$ cat config.mk
export PLATFORM = sky130hd
export DESIGN_NAME = hazard_ctrl_tracked
export DESIGN_NICKNAME = d
export VERILOG_FILES = /design/src/rtl/hazard_pkg.sv /design/src/rtl/md_busy_counter.sv /design/src/rtl/hazard_ctrl_tracked.sv
export SDC_FILE = /design/constraint.sdc
export NUM_CORES = 1
export LEC_CHECK = 0
export ABC_AREA = 1
export ABC_CLOCK_PERIOD_IN_PS = 1800
export CAP_MARGIN = 20
export CELL_PAD_IN_SITES_DETAIL_PLACEMENT = 1
export CELL_PAD_IN_SITES_GLOBAL_PLACEMENT = 2
export CORE_AREA = 2 2 66 130
export DETAILED_ROUTE_END_ITERATION = 10
export DIE_AREA = 0 0 68 132
export PLACE_DENSITY = 0.89
export SYNTH_ARGS = -nofsm -noshare
export SYNTH_HDL_FRONTEND = slang
export SYNTH_SLANG_ARGS = --single-unit
$ cat constraint.sdc
create_clock -name clk -period 1.8 [get_ports clk]
set_input_delay 0.36 -clock clk [delete_from_list [all_inputs] [get_ports clk]]
set_output_delay 0.36 -clock clk [all_outputs]
set_load 0.05 [all_outputs]
$ cat src/rtl/hazard_pkg.sv
// hazard_pkg: shared encodings for the tracked hazard controller.
// Forwarding select codes and the md_op encoding seen at the D stage.
package hazard_pkg;

  // D-stage compare operand source
  typedef enum logic [1:0] {
    FW_CMP_RF = 2'd0,
    FW_CMP_W  = 2'd1,
    FW_CMP_M  = 2'd2,
    FW_CMP_E  = 2'd3
  } fw_cmp_t;

  // E-stage ALU operand source
  typedef enum logic [1:0] {
    FW_ALU_REG = 2'd0,
    FW_ALU_W   = 2'd1,
    FW_ALU_M   = 2'd2
  } fw_alu_t;

  // Multiply/divide operation class of the instruction in D
  typedef enum logic [1:0] {
    MD_NONE = 2'd0,
    MD_MULT = 2'd1,
    MD_DIV  = 2'd2,
    MD_USE  = 2'd3
  } md_op_t;

endpackage

$ cat src/rtl/md_busy_counter.sv
// md_busy_counter: counts down the busy window of the multiply/divide unit.
// A start seen while already busy is ignored; the count keeps running down.
module md_busy_counter #(
  parameter int MULT_CYCLES = 5,
  parameter int DIV_CYCLES  = 10
) (
  input  logic clk,
  input  logic reset,
  input  logic start_mult,
  input  logic start_div,
  output logic busy
);

  localparam int MAX_CYCLES = (MULT_CYCLES > DIV_CYCLES) ? MULT_CYCLES : DIV_CYCLES;
  localparam int CNT_W      = $clog2(MAX_CYCLES + 1);

  logic [CNT_W-1:0] count;

  // Load on a start when idle, otherwise run down to zero.
  always_ff @(posedge clk) begin
    if (reset) begin
      count <= '0;
    end else if (count != '0) begin
      count <= count - CNT_W'(1);
    end else if (start_mult) begin
      count <= CNT_W'(MULT_CYCLES);
    end else if (start_div) begin
      count <= CNT_W'(DIV_CYCLES);
    end
  end

  assign busy = (count != '0);

endmodule

$ cat src/rtl/hazard_ctrl_tracked.sv
// hazard_ctrl_tracked: forwarding/stall controller with its own E/M/W shadow
// pipeline built from D-stage information only.
// Optional feature macro: HAZARD_MD_EN adds multiply/divide busy tracking
// (md_op shadow, busy counter and the MD stall). Without it md_op_d is
// ignored and md_busy is 0.
module hazard_ctrl_tracked
  import hazard_pkg::*;
#(
  parameter int REG_AW      = 5,
  parameter int T_W         = 3,
  parameter int MULT_CYCLES = 5,
  parameter int DIV_CYCLES  = 10
) (
  input  logic              clk,
  input  logic              reset,
  input  logic [REG_AW-1:0] a1_d,
  input  logic [REG_AW-1:0] a2_d,
  input  logic [T_W-1:0]    tuse_rs_d,
  input  logic [T_W-1:0]    tuse_rt_d,
  input  logic [REG_AW-1:0] a3_d,
  input  logic              we_d,
  input  logic [T_W-1:0]    tnew_d,
  input  logic [1:0]        md_op_d,
  output logic [1:0]        fw_cmp_rs,
  output logic [1:0]        fw_cmp_rt,
  output logic [1:0]        fw_alu_rs,
  output logic [1:0]        fw_alu_rt,
  output logic              fw_dm_rt,
  output logic              stall,
  output logic              md_busy
);

  // Shadow stages: only the fields some decision actually reads are kept.
  logic [REG_AW-1:0] a1_e, a2_e, a3_e;
  logic              we_e;
  logic [T_W-1:0]    tnew_e;
  logic [REG_AW-1:0] a2_m, a3_m;
  logic              we_m;
  logic [T_W-1:0]    tnew_m;
  logic [REG_AW-1:0] a3_w;
  logic              we_w;

  logic data_stall;
  logic md_stall;

  // A register matches a stage when that stage writes it and it is not $0.
  function automatic logic hit(input logic [REG_AW-1:0] addr,
                               input logic [REG_AW-1:0] a3,
                               input logic              we);
    return we && (a3 != '0) && (addr == a3);
  endfunction

  logic rs_hit_e, rs_hit_m, rs_hit_w, rt_hit_e, rt_hit_m, rt_hit_w;
  logic alu_rs_hit_m, alu_rs_hit_w, alu_rt_hit_m, alu_rt_hit_w;
  logic ready_e, ready_m;

  assign rs_hit_e     = hit(a1_d, a3_e, we_e);
  assign rs_hit_m     = hit(a1_d, a3_m, we_m);
  assign rs_hit_w     = hit(a1_d, a3_w, we_w);
  assign rt_hit_e     = hit(a2_d, a3_e, we_e);
  assign rt_hit_m     = hit(a2_d, a3_m, we_m);
  assign rt_hit_w     = hit(a2_d, a3_w, we_w);
  assign alu_rs_hit_m = hit(a1_e, a3_m, we_m);
  assign alu_rs_hit_w = hit(a1_e, a3_w, we_w);
  assign alu_rt_hit_m = hit(a2_e, a3_m, we_m);
  assign alu_rt_hit_w = hit(a2_e, a3_w, we_w);
  assign ready_e      = (tnew_e == '0);
  assign ready_m      = (tnew_m == '0);

  // Forwarding selects: nearest stage whose result is already available wins.
  always_comb begin
    // NOTE: every output gets a default first so no path can infer a latch.
    fw_cmp_rs = FW_CMP_RF;
    fw_cmp_rt = FW_CMP_RF;
    fw_alu_rs = FW_ALU_REG;
    fw_alu_rt = FW_ALU_REG;
    if (rs_hit_e && ready_e)      fw_cmp_rs = FW_CMP_E;
    else if (rs_hit_m && ready_m) fw_cmp_rs = FW_CMP_M;
    else if (rs_hit_w)            fw_cmp_rs = FW_CMP_W;
    if (rt_hit_e && ready_e)      fw_cmp_rt = FW_CMP_E;
    else if (rt_hit_m && ready_m) fw_cmp_rt = FW_CMP_M;
    else if (rt_hit_w)            fw_cmp_rt = FW_CMP_W;
    if (alu_rs_hit_m && ready_m)  fw_alu_rs = FW_ALU_M;
    else if (alu_rs_hit_w)        fw_alu_rs = FW_ALU_W;
    if (alu_rt_hit_m && ready_m)  fw_alu_rt = FW_ALU_M;
    else if (alu_rt_hit_w)        fw_alu_rt = FW_ALU_W;
  end

  assign fw_dm_rt = hit(a2_m, a3_w, we_w);

  // A reader must wait while a producer ahead of it needs longer than it can.
  assign data_stall = (rs_hit_e && (tuse_rs_d < tnew_e)) ||
                      (rs_hit_m && (tuse_rs_d < tnew_m)) ||
                      (rt_hit_e && (tuse_rt_d < tnew_e)) ||
                      (rt_hit_m && (tuse_rt_d < tnew_m));

  assign stall = data_stall || md_stall;

  // Shadow pipeline advance: D->E (bubble on stall), E->M with Tnew ageing, M->W.
  always_ff @(posedge clk) begin
    // NOTE: non-blocking so each stage captures the pre-edge value of the one before.
    if (reset) begin
      a1_e   <= '0;
      a2_e   <= '0;
      a3_e   <= '0;
      we_e   <= 1'b0;
      tnew_e <= '0;
      a2_m   <= '0;
      a3_m   <= '0;
      we_m   <= 1'b0;
      tnew_m <= '0;
      a3_w   <= '0;
      we_w   <= 1'b0;
    end else begin
      if (stall) begin
        a1_e   <= '0;
        a2_e   <= '0;
        a3_e   <= '0;
        we_e   <= 1'b0;
        tnew_e <= '0;
      end else begin
        a1_e   <= a1_d;
        a2_e   <= a2_d;
        a3_e   <= a3_d;
        we_e   <= we_d;
        tnew_e <= tnew_d;
      end
      a2_m   <= a2_e;
      a3_m   <= a3_e;
      we_m   <= we_e;
      tnew_m <= (tnew_e != '0) ? tnew_e - T_W'(1) : '0;
      a3_w   <= a3_m;
      we_w   <= we_m;
    end
  end

`ifdef HAZARD_MD_EN
  logic [1:0] md_op_e;

  // md_op shadow in E; a stalled slot enters E as a non-MD bubble.
  always_ff @(posedge clk) begin
    if (reset || stall) begin
      md_op_e <= MD_NONE;
    end else begin
      md_op_e <= md_op_d;
    end
  end

  md_busy_counter #(
    .MULT_CYCLES (MULT_CYCLES),
    .DIV_CYCLES  (DIV_CYCLES)
  ) u_md_busy (
    .clk        (clk),
    .reset      (reset),
    .start_mult (md_op_e == MD_MULT),
    .start_div  (md_op_e == MD_DIV),
    .busy       (md_busy)
  );

  // Any HI/LO instruction in D waits while a mult/div is starting or running.
  assign md_stall = (md_op_d != MD_NONE) &&
                    (md_busy || (md_op_e == MD_MULT) || (md_op_e == MD_DIV));
`else
  logic unused_md;
  assign unused_md = ^{md_op_d, 32'(MULT_CYCLES), 32'(DIV_CYCLES)};
  assign md_busy   = 1'b0;
  assign md_stall  = 1'b0;
`endif

endmodule

==> run metrics, run 1 <==
status finished, violations left; violated checks setup timing; die height around 130 µm; Layout Nets 422; Row Count 46; Hold Path Stages 1; vias in the first global route 2529; Ys Warns 0; antenna cell count 0; Setup WS pre-CTS -521 ps; Sw Share between 20% and 30%; Vias/cell ~4.6; r2r setup slk approximately 50 ps; Max-cap violations 0; CTS Hold Bufs 0; peak per-stage delay on the critical path between 300 and 400 ps; clock sink count 39; gr ovfl total 0; Top Usage Layer GRT met2; width of the die 68 µm; Crit-path slowest cell dfxtp_2; part of the power in the clock network between 40% and 50%; Seq pwr share between 30% and 40%; port buffer count 36; met1 Resource Use GR ~15%; clock buffer depth 2; layout cells sized above 1 roughly 45%; minimum clock period around 2100 ps; cell count after synthesis 307; post-synthesis sequential area ratio 33.6%; CTS tree done; fin util 46.7%; commonest non-fill, non-tap cell in the layout nand2_1; HPWL after detailed placement a little under 6000 µm; global-route wire length before repair roughly 12000 µm; DRT Wirelength 8020 µm; pwr/cell area approximately 690 nW/µm²; crit-path max FO 2; M2 GR Usage a little under two fifths; Hold Crit Start tnew_e[0]; r2r startpoint tnew_m[2]; # IOs 40; logic gate share of total power between 20% and 30%; DR pass1 iterations 4; Most common cell on crit path nand2_2; Max IR drop VDD approximately 0.31 mV; Clock Tree Root clkbuf_16; GRT Total Usage about a fifth; CP Capture Type output port; initial core utilization between 20 and 30%; placer congestion estimate approximately 0.87; met3 usage 2.73%; Setup Crit Path Kind register to output port; WHS Endpoint tnew_m[0]; largest net degree at the start of global routing 16; ys flop type dfxtp_1; asr flop ratio synth 0%; fill count 940; Slew Limit Fails 0; Synth Register Bits 39; Psw 733 µW; Pleak around 0.0017 µW; fmax between 0.4 and 0.5 GHz; Syn Area/Cell 7.56 µm²; Net Count, Synth 346; worst-skew pair later-pin latency a little under 300 ps; core area about 7900 µm²; Initial DRC Count between 40 and 50; worst path cell trace inv_4 -> ha_4 -> nand2_2 -> a21oi_2 -> nor2_2 -> nand4_1 -> nand2_2 -> nor2_4 -> clkinvlp_4 -> buf_12; H-tree Lvls 2; most frequent cells in the layout nand2_1, buf_4, inv_1; Mapped Area 2320 µm²; final hold vios 0; FF-to-FF path depth 11; fin cells 480; area grow syn2layout 59.7%; R2R Path End tnew_e[2]; cell-internal power about 1800 µW; number of synthesized flops with an enable pin 0; via count between 2k and 2.5k; ANT nets after route 0; Setup WS post-layout -299 ps; startpoint types register; Final period util 117%; Min-Delay Path Class register to register; initial antenna violation count 0; die area 8980 µm²; Netlist cell types 29; total power between 2000 and 3000 µW; total CTS buffers 5; WP data arrival ~1700 ps; RSZ-0062 raised after global routing yes; wire length per cell around 17 µm; critical path data required time approximately 1400 ps; post-placement cell count about 460; final setup fails 10; Fin Clk Skew approximately 5.0 ps; DRC 0; Worst-path clk slew about 60 ps
## logic make-up (layout without fill, tap and decap cells)
kind of cell	Yosys count	in the layout	share of synthesized area (%)
adders and majority gates	10	10	5.39
other	1	1	0.162
and+or+nand+nor	139	139	30.0
DFF	39	39	33.6
buffers and inverters	64	141	12.3
AOI/OAI and AO/OA	14	14	3.40
xor gates and xnor gates	40	40	15.1
## Yosys cell counts (all sizes together) (5+ instances only)
cell type / n / share of area (%)
xor2: 20 / 7.5
nand2: 52 / 8.8
ha: 10 / 5.4
nor3: 9 / 1.9
nand3: 11 / 2.6
xnor2: 20 / 7.5
dfxtp: 39 / 34
nor2: 54 / 13
a21oi: 5 / 1.1
inv: 50 / 8.1
clkbuf: 7 / 1.1
nand4: 9 / 2.7
buf: 7 / 3.1
o21ai: 5 / 1.1
## registers in the layout, summed over array words and instances (netlist names)
name    cells
a3_w        5
we_m        1
a3_m        5
a2_e        5
tnew_e      3
tnew_m      3
we_w        1
a1_e        5
a3_e        5
we_e        1
a2_m        5
## power by group through the flow
stage / combinational, µW / sequential (µW) / clock, µW
final: 562 / 956 / 1040
after global routing: 613 / 961 / 1080
after CTS: 518 / 952 / 1050
after detailed placement: 469 / 973 / 0
after global placement: 451 / 971 / 0
after floorplan: 288 / 947 / 0
## worst max path at each step
stage                            start      endpoint  slack (ps)  cells after the start
after floorplan                a3_m[3]  fw_alu_rs[0]        -180                      6
after detailed placement       a2_d[3]     tnew_e[2]        -520                     12
final                        tnew_m[2]         stall        -300                     10
after global placement    tuse_rs_d[2]         stall        -460                     10
after global routing         tnew_m[2]         stall        -370                     10
after CTS                    tnew_m[1]         stall        -300                     10
## layout make-up
class | instances | area, µm² | area share, %
tap | 96 | 120 | 3.24
clock buffer | 5 | 125 | 3.37
timing repair buffer | 83 | 856 | 23.1
multi-input combinational | 204 | 1540 | 41.6
sequential | 39 | 820 | 22.1
inverter | 50 | 199 | 5.37
clock inverter | 3 | 43.8 | 1.18
## stage by stage
stage                     hold slack, ps  setup TNS (ps)  area, µm²
after floorplan                      402            -235       2380
after global placement               435          -10040       3170
after detailed placement             442          -11530       3170
after CTS                            463           -1750       3590
after global routing                 483           -2910       3710
final                                460           -1990       3710
## worst max-delay path, delay by kind of cell (launching register included)
kind / cells / cell delay, ps
AND/OR/NAND/NOR: 5 / 400
flip-flops: 1 / 360
buffers and inverters: 3 / 320
AO/OA/AOI/OAI: 1 / 120
adder cells (fa/ha/maj): 1 / 260
## repair_timing
action / 4_1_cts / 5_1_grt
pin swaps: 30 / 23
resized for setup: 92 / 23
endpoints found under the setup margin: 29 / 27
setup buffers: 9 / 1
## metal layers
metal | vias to the layer above | share of wire [%]
li1 | 1078 | -
met1 | 1068 | 31
met2 | 44 | 62
met3 | 25 | 1.9
met4 | 0 | 5.5
met5 | - | 0
Note: power is estimated with default switching activity, not from simulation.
==> inputs of run 2 (changes only) <==
--- a/config.mk
+++ b/config.mk
@@ -8,3 +8,2 @@
 export ABC_AREA = 1
-export ABC_CLOCK_PERIOD_IN_PS = 1800
 export CAP_MARGIN = 20
--- a/constraint.sdc
+++ b/constraint.sdc
@@ -3,2 +3,2 @@
 set_output_delay 0.36 -clock clk [all_outputs]
-set_load 0.05 [all_outputs]
+set_load 0.1 [all_outputs]
==> run 2 against run 1 <==
Net effect:
- cell area grew 2.1%
- critical path depth is the same
- the flow still finishes with violations (setup timing)
- clock skew shrank 1.1 ps
- core utilization grew 0.98 points
- clock-buffer cell count grew 2
- sequential power is essentially flat
- highest routed layer unchanged
- final cell count grew 0.63%
- register-to-register slack lost 40 ps
- setup slack lost 51 ps
==> run metrics, run 2 (synthesized netlist as in run 1, its figures left out) <==
via count roughly 2.2k; Most common cell on crit path nand2_2; violated checks setup timing; CTS tree done; Vias/cell between 4 and 5; layout cells sized above 1 40.3%; CP Capture Type output port; port buffer count 36; Setup WS post-layout -350 ps; worst path cell trace inv_4 -> ha_4 -> nand2_2 -> a21oi_2 -> nor2_2 -> nand4_1 -> nand2_2 -> nor2_4 -> clkinvlp_4 -> buf_12; final setup fails 10; vias in the first global route between 2k and 3k; core area roughly 7900 µm²; critical path data required time about 1400 ps; Final period util 119%; H-tree Lvls 2; Worst-path clk slew approximately 60 ps; width of the die 68 µm; placer congestion estimate between 0.7 and 0.8; fmax around 0.47 GHz; area grow syn2layout 63.1%; clock buffer depth 2; final hold vios 0; WP data arrival ~1800 ps; DRC 0; worst-skew pair later-pin latency roughly 280 ps; Setup WS pre-CTS -599 ps; die area 8980 µm²; HPWL after detailed placement roughly 6000 µm; Initial DRC Count 59; Buf/Inv on CP 3; DR pass1 iterations 4; pwr/cell area roughly 640 nW/µm²; wire length per cell roughly 16 µm; GRT Total Usage roughly a fifth; post-placement cell count between 400 and 500; Slew Limit Fails 0; die height approximately 130 µm; # IOs 40; Row Count 46; peak per-stage delay on the critical path roughly 350 ps; Crit-path slowest cell dfxtp_2; fin cells roughly 480; Top delay family on crit path simple AND/OR/NAND/NOR gates; Clock Tree Root clkbuf_16; CTS Hold Bufs 0; initial antenna violation count 0; RSZ-0062 raised after global routing yes; commonest non-fill, non-tap cell in the layout nand2_1; DRT Wirelength about 7800 µm; global-route wire length before repair about 12000 µm; minimum clock period between 2000 and 2500 ps; gr ovfl total 0; crit-path max FO 2; Max-cap violations 0; total CTS buffers 5; ANT nets after route 0; largest net degree at the start of global routing 17; Fin Clk Skew just under 4 ps; most frequent cells in the layout nand2_1, inv_1, buf_4; clock sink count 39; Max IR drop VDD roughly 0.38 mV; Layout Nets between 400 and 500; Min-Delay Path Class register to register; initial core utilization between 20 and 30%; antenna cell count 0; status finished, violations left; Pleak about 0.0017 µW; startpoint types register; Setup Crit Path Kind register to output port
[run 2: cell types whose count changed in the layout (fill, tap and decap cells not counted), moves of 3 or more]
| cell | before | now |
|---|---|---|
| dfxtp_1 | 20 | 27 |
| dlygate4sd2_1 | 6 | 12 |
| clkdlybuf4s15_2 | 6 | 1 |
| dfxtp_2 | 13 | 8 |
| inv_1 | 37 | 41 |
| inv_2 | 9 | 5 |
| buf_4 | 39 | 36 |
| buf_6 | 6 | 9 |
[run 2: layout make-up]
class / count / area, µm²
clock buffers: 7 / 133
clock inverters: 1 / 5.00
repair buffers: 86 / 923
flip-flops and latches: 39 / 806
well taps: 96 / 120
inverters: 50 / 199
fillers: 912 / 4160
multi-input cells: 204 / 1600
[run 2: stage by stage]
step | hold slack (ps) | util, % | total power [µW] | area [µm²] | TNS [ps]
after floorplan | 402 | - | 1270 | 2530 | -1460
after global placement | 452 | 41.7 | 1470 | 3310 | -10130
after detailed placement | 468 | 41.7 | 1490 | 3310 | -10470
after CTS | 473 | 46.7 | 2390 | 3710 | -2460
after global routing | 505 | 47.7 | 2510 | 3780 | -4500
final | 468 | 47.7 | 2410 | 3780 | -2610
[run 2: report_power, final]
group | switching (µW) | total [µW] | internal (µW)
Clock | 345 | 857 | 512
Sequential | 49.1 | 955 | 906
Combinational | 314 | 599 | 285
[run 2: path summary, 6_finish.rpt]
path | slack, ps | depth (start not counted) | to | startpoint
max | -350 | 10 | stall | tnew_m[1]
min | 470 | 2 | we_m | we_e
max reg2reg | 10 | 11 | a2_e[2] | tnew_e[2]
min reg2reg | 470 | 2 | we_m | we_e
[run 2: tightest hold or removal path: stages (launching register included)]
cell	delay (ps)
dfxtp_1	300
inv_1	70
nor2_1	50
[run 2: per-layer routing]
layer,vias to the layer above,global-route usage [%],part of all wire [%]
met5,-,0,0
met4,0,11.4,6.1
met3,31,2.73,2.4
met2,54,37.2,62
met1,1066,15.8,30
li1,1083,-,-
[run 2: timing repair]
action / 4_1_cts / 5_1_grt
pin swaps: 30 / 7
cloned: 0 / 1
setup endpoints to repair: 29 / 28
resized for setup: 68 / 11
setup buffers: 9 / 1
==> edit 1: new RTL, flow settings as in run 1 <==
Set the parameter `T_W` to 6 (it was 3).
--- a/src/rtl/hazard_ctrl_tracked.sv
+++ b/src/rtl/hazard_ctrl_tracked.sv
@@ -8,5 +8,5 @@
 #(
   parameter int REG_AW      = 5,
-  parameter int T_W         = 3,
+  parameter int T_W         = 6,
   parameter int MULT_CYCLES = 5,
   parameter int DIV_CYCLES  = 10
Interface: changed (resized tnew_d, tuse_rs_d and tuse_rt_d); port bits go from 40 to 49. The function was not compared with the original's and may differ.
==> edit 1 against run 1 <==
Non-clock buffer count rose by 18; register-to-register slack got worse by 0.31 ns; synthesized area rose by 28%; power rose by 17%; worst hold slack improved by 0.011 ns; critical path depth rose by 3; sequential cell count rose by 6; wire length rose by 38%; the flow still finishes with violations (setup timing); fmax fell by 7.7%; design area rose by 25%; via count rose by 32%; setup slack got worse by 0.17 ns; first-iteration DRC count rose to 2.8 times the old value.
==> edit 1: results (changes against run 1) <==
[placement]
post-place-ws_ns=-0.675  ; was -0.521 ns
dp_hpwl_um=8070  ; was 5940 um
numPlacedInstances=571  ; was 462
place.gp.congestion=0.832  ; was 0.869
portBuffers=45  ; was 36

[outcome]
violations=setup timing  ; unchanged
run_status=finished with violations  ; unchanged

[setup_path]
r2r_slack_ns=-0.26  ; was 0.05 ns
worst-path-max-fanout=3  ; was 2
rr_startpoint=tnew_m[3]  ; was tnew_m[2]
arrival_ns=1.91  ; was 1.74 ns
crit_path_max_incr_delay_ns=0.34  ; was 0.36 ns
r2r_cells=16  ; was 11
rr_endpoint=tnew_e[5]  ; was tnew_e[2]

[cells_and_area]
fin_cells=591  ; was 480
final_nets=554  ; was 422
nFillCells=934  ; was 940

[detailed_routing]
met2_length_um=6710  ; was 4940 um
wl_met1_um=3320  ; was 2480 um
routed_wl_um=11000  ; was 8020 um
drt_iter0_drc=123  ; was 44
met3_length_um=297  ; was 150 um

[timing]
setup_ws_ns=-0.473  ; was -0.299 ns
tns_ns=-8.21  ; was -1.99 ns
clock_skew_ns=0.00342  ; was 0.00500 ns
setup_viol=32  ; was 10
timing.hold.ws_ns=0.471  ; was 0.460 ns

[synthesis]
synthTopCellsByArea=dfxtp_1 (30%), nand2_1 (11%), ha_1 (9.2%)  ; was dfxtp_1 (34%), nand2_1 (8.1%), xnor2_1 (7.5%)
ys_types=29  ; unchanged
ys_seq_area_frac=0.303  ; was 0.336
synthTopCellsByCount=nand2_1 (91), inv_1 (55), dfxtp_1 (45)  ; was nand2_1 (50), inv_1 (44), nor2_1 (40)
syn_area_per_cell_um2=7.46  ; was 7.56 um2

[grt]
grt_pass1_wl_um=15900  ; was 12300 um
met3_usage=0.0350  ; was 0.0273
use_met1=0.187  ; was 0.151
antenna_found_initial=0  ; unchanged
grtUsageTotal=0.245  ; was 0.188
use_met2=0.483  ; was 0.378
grt_max_degree=18  ; was 16
grt_pass1_vias=3296  ; was 2529

[min_path]
hold_end=we_m  ; was tnew_m[0]
hold_depth=2  ; was 1
min_from=we_e  ; was tnew_e[0]

[pwr]
ir_drop_v=0.000715  ; was 0.000314 V
leakage_uw=0.00214  ; was 0.00171 uW
p_switching_uw=914  ; was 733 uW
clock_power_share=0.354  ; was 0.407
powerSeq_uw=1110  ; was 956 uW

## edit 1: changes by cell type after synthesis, moves of 4 or more
cell and delta:
a21oi_1 +8, nor2_4 +4, nand2_1 +41, nor2_1 -5, inv_2 +8, ha_1 +12, nand3_1 +5, dfxtp_1 +6
nor2_2 +7, inv_1 +11
## edit 1: repair_timing
action | CTS | global route
endpoints found under the setup margin | 32 | 32
buffers inserted | 7 | 6
pin swaps | 34 | 11
resized for setup | 80 | 47
## edit 1: worst max-delay path, delay by kind of cell, from the launching register on
kind | cells | cell delay (ns)
adder cells (fa/ha/maj) | 1 | 0.24
AND/OR/NAND/NOR | 7 | 0.47
buffers and inverters | 4 | 0.36
flip-flops | 1 | 0.34
AO/OA/AOI/OAI | 1 | 0.20
## edit 1: how the worst max path moves through the flow
stage	startpoint	end	slack, ns	cells past startpoint
final	tnew_m[3]	stall	-0.47	13
after detailed placement	tuse_rs_d[3]	stall	-0.68	12
after global placement	tuse_rs_d[5]	stall	-0.64	10
after global routing	tnew_e[5]	stall	-0.53	10
after CTS	tnew_e[4]	stall	-0.43	10
after floorplan	a3_m[0]	fw_alu_rt[0]	-0.25	6
## edit 1: cells by family (layout without fill, tap and decap cells)
logic type | after synthesis | in the layout | share of synthesized area
simple gates | 195 | 195 | 0.339
buf+inv | 82 | 178 | 0.124
flops | 45 | 45 | 0.303
xor+xnor | 39 | 39 | 0.115
fa+ha+maj | 22 | 22 | 0.0924
compound gates | 15 | 15 | 0.0252
other cells | 1 | 1 | 0.00126
## edit 1: layout make-up
class / count / area (um2) / area share
inverters: 69 / 278 / 0.0598
well taps: 96 / 120 / 0.0258
multi-input cells: 272 / 2110 / 0.454
repair buffers: 101 / 1040 / 0.223
clock buffers: 6 / 129 / 0.0277
clock inverters: 2 / 38.8 / 0.00834
flip-flops and latches: 45 / 936 / 0.201
==> edit 2: new RTL, settings of run 1 <==
Without the edit above. Build with the macro `HAZARD_MD_EN` defined.
--- a/src/rtl/hazard_ctrl_tracked.sv
+++ b/src/rtl/hazard_ctrl_tracked.sv
@@ -4,4 +4,6 @@
 // (md_op shadow, busy counter and the MD stall). Without it md_op_d is
 // ignored and md_busy is 0.
+`define HAZARD_MD_EN
+
 module hazard_ctrl_tracked
   import hazard_pkg::*;
Formal check against the unedited RTL: not equivalent (Yosys sat finds a counterexample within 4 cycles, from zero or initial values and one cycle with reset high).
==> edit 2 against run 1 <==
The flow still finishes with violations (setup timing); sequential share of layout area rose by 0.86 points; utilization is 5.7 points higher; setup slack better by 0.050 ns; synthesized area rose by 11%; synthesized cell count increased by 12%; wire length up 9.2%; sequential cell count increased by 6; critical path type unchanged; highest routed layer unchanged; largest cell class unchanged; critical path depth is 1 lower; via count is 11% higher; design area grew 12%.
Power is not compared: it rests on default switching activity, and its combinational part moved more than twofold at a synthesized area within 25%.
==> edit 2: results (changes against run 1) <==
[synthesis]
yosys_warnings=0  ; unchanged
synth_nets=383  ; was 346
ys_seq_area_frac=0.350  ; was 0.336
ys_types=29  ; unchanged
synthTopCellsByArea=dfxtp_1 (35%), nand2_1 (8.7%), xor2_1 (7.1%)  ; was dfxtp_1 (34%), nand2_1 (8.1%), xnor2_1 (7.5%)
synthTopCellsByCount=nand2_1 (60), inv_1 (48), dfxtp_1 (45)  ; was nand2_1 (50), inv_1 (44), nor2_1 (40)
ys_async_sr_fraction=0  ; unchanged
syn_inst=343  ; was 307

[grt]
grt_pass1_wl_um=13600  ; was 12300 um
grt_max_degree=23  ; was 16
grt_pass1_vias=2783  ; was 2529
antenna_found_initial=0  ; unchanged
grtUsageTotal=0.207  ; was 0.188

[cells_and_area]
final_nets=461  ; was 422
antennaDiodeCount=0  ; unchanged
fin_cells=518  ; was 480
nFillCells=904  ; was 940
drive_above_1_share=0.498  ; was 0.448

[placement]
numPlacedInstances=497  ; was 462
place.gp.congestion=0.847  ; was 0.869
portBuffers=39  ; was 36
dp_hpwl_um=6600  ; was 5940 um

[timing]
setup_ws_ns=-0.249  ; was -0.299 ns
clock_skew_ns=0.00822  ; was 0.00500 ns
setup_viol=11  ; was 10

[setup_path]
arrival_ns=1.69  ; was 1.74 ns
worst-path-max-fanout=3  ; was 2

[detailed_routing]
met2_length_um=5270  ; was 4940 um
met3_length_um=244  ; was 150 um
drt_iter0_drc=50  ; was 44
via_per_inst=4.75  ; was 4.61
routed_wl_um=8750  ; was 8020 um
wl_met1_um=2750  ; was 2480 um

[min_path]
holdCritPathClass=reg -> reg  ; unchanged

[clock_tree]
clk_path_buf_depth=2  ; unchanged
clk_latency_ns=0.29  ; about the same

[pwr]
p_int_uw=2730
power_density_nw_per_um2=1040

[outcome]
violations=setup timing  ; unchanged
run_status=finished with violations  ; unchanged

## edit 2: repair_timing
item                                    CTS  global route
pin swaps                                37            33
gates cloned                              0             0
resized for setup                       122            40
setup buffers                             6             7
endpoints found under the setup margin   31            31
## edit 2: cell type report
type                       instances  share of cell area
timing repair buffer              83               0.218
tap                               96              0.0289
inverter                          53              0.0496
multi-input combinational        233               0.431
clock inverter                     2             0.00902
sequential                        45               0.230
clock buffer                       6              0.0334
## edit 2: power groups by stage
stage               Clock (uW)  Combinational (uW)  Sequential, uW
floorplan                    0                 982            1270
global placement             0                1480            1320
detailed placement           0                1540            1330
CTS                       1110                1770            1330
global route              1160                2050            1360
finish                    1100                1880            1340
## edit 2: logic make-up (layout without fill, tap and decap cells)
family	count (synthesis)	count (layout)	synth area share
compound gates	18	18	0.0462
xor+xnor	41	41	0.139
fa+ha+maj	11	11	0.0534
buf+inv	65	144	0.108
flops	45	45	0.350
simple gates	163	163	0.303
## edit 2: worst max-delay path, delay by kind of cell, from the launching register on
kind	cells	cell delay, ns
AND/OR/NAND/NOR	4	0.29
flip-flops	1	0.35
AO/OA/AOI/OAI	2	0.33
adder cells (fa/ha/maj)	1	0.24
buffers and inverters	2	0.18
## edit 2: through the flow
| step | setup TNS, ns | worst slack, ns | total power [uW] | instance area (um2) |
|---|---|---|---|---|
| finish | -1.36 | -0.249 | 4320 | 4160 |
| CTS | -1.21 | -0.249 | 4210 | 3950 |
| global placement | -10.51 | -0.499 | 2800 | 3410 |
| floorplan | -0.342 | -0.145 | 2250 | 2610 |
| detailed placement | -10.93 | -0.509 | 2870 | 3410 |
| global route | -2.61 | -0.313 | 4560 | 4160 |
## edit 2: worst paths after layout
kind	from	endpoint	slack (ns)	cells past startpoint
hold reg to reg	tnew_e[0]	tnew_m[0]	0.42	1
setup reg to reg	tnew_e[2]	tnew_e[0]	-0.02	11
setup / recovery	tnew_e[2]	stall	-0.25	9
hold / removal	tnew_e[0]	tnew_m[0]	0.42	1
## edit 2: routing by layer
metal | GRT usage | vias up
met1 | 0.185 | 1175
met3 | 0.0231 | 29
li1 | - | 1196
met2 | 0.401 | 63
met5 | 0 | -
met4 | 0.129 | 0
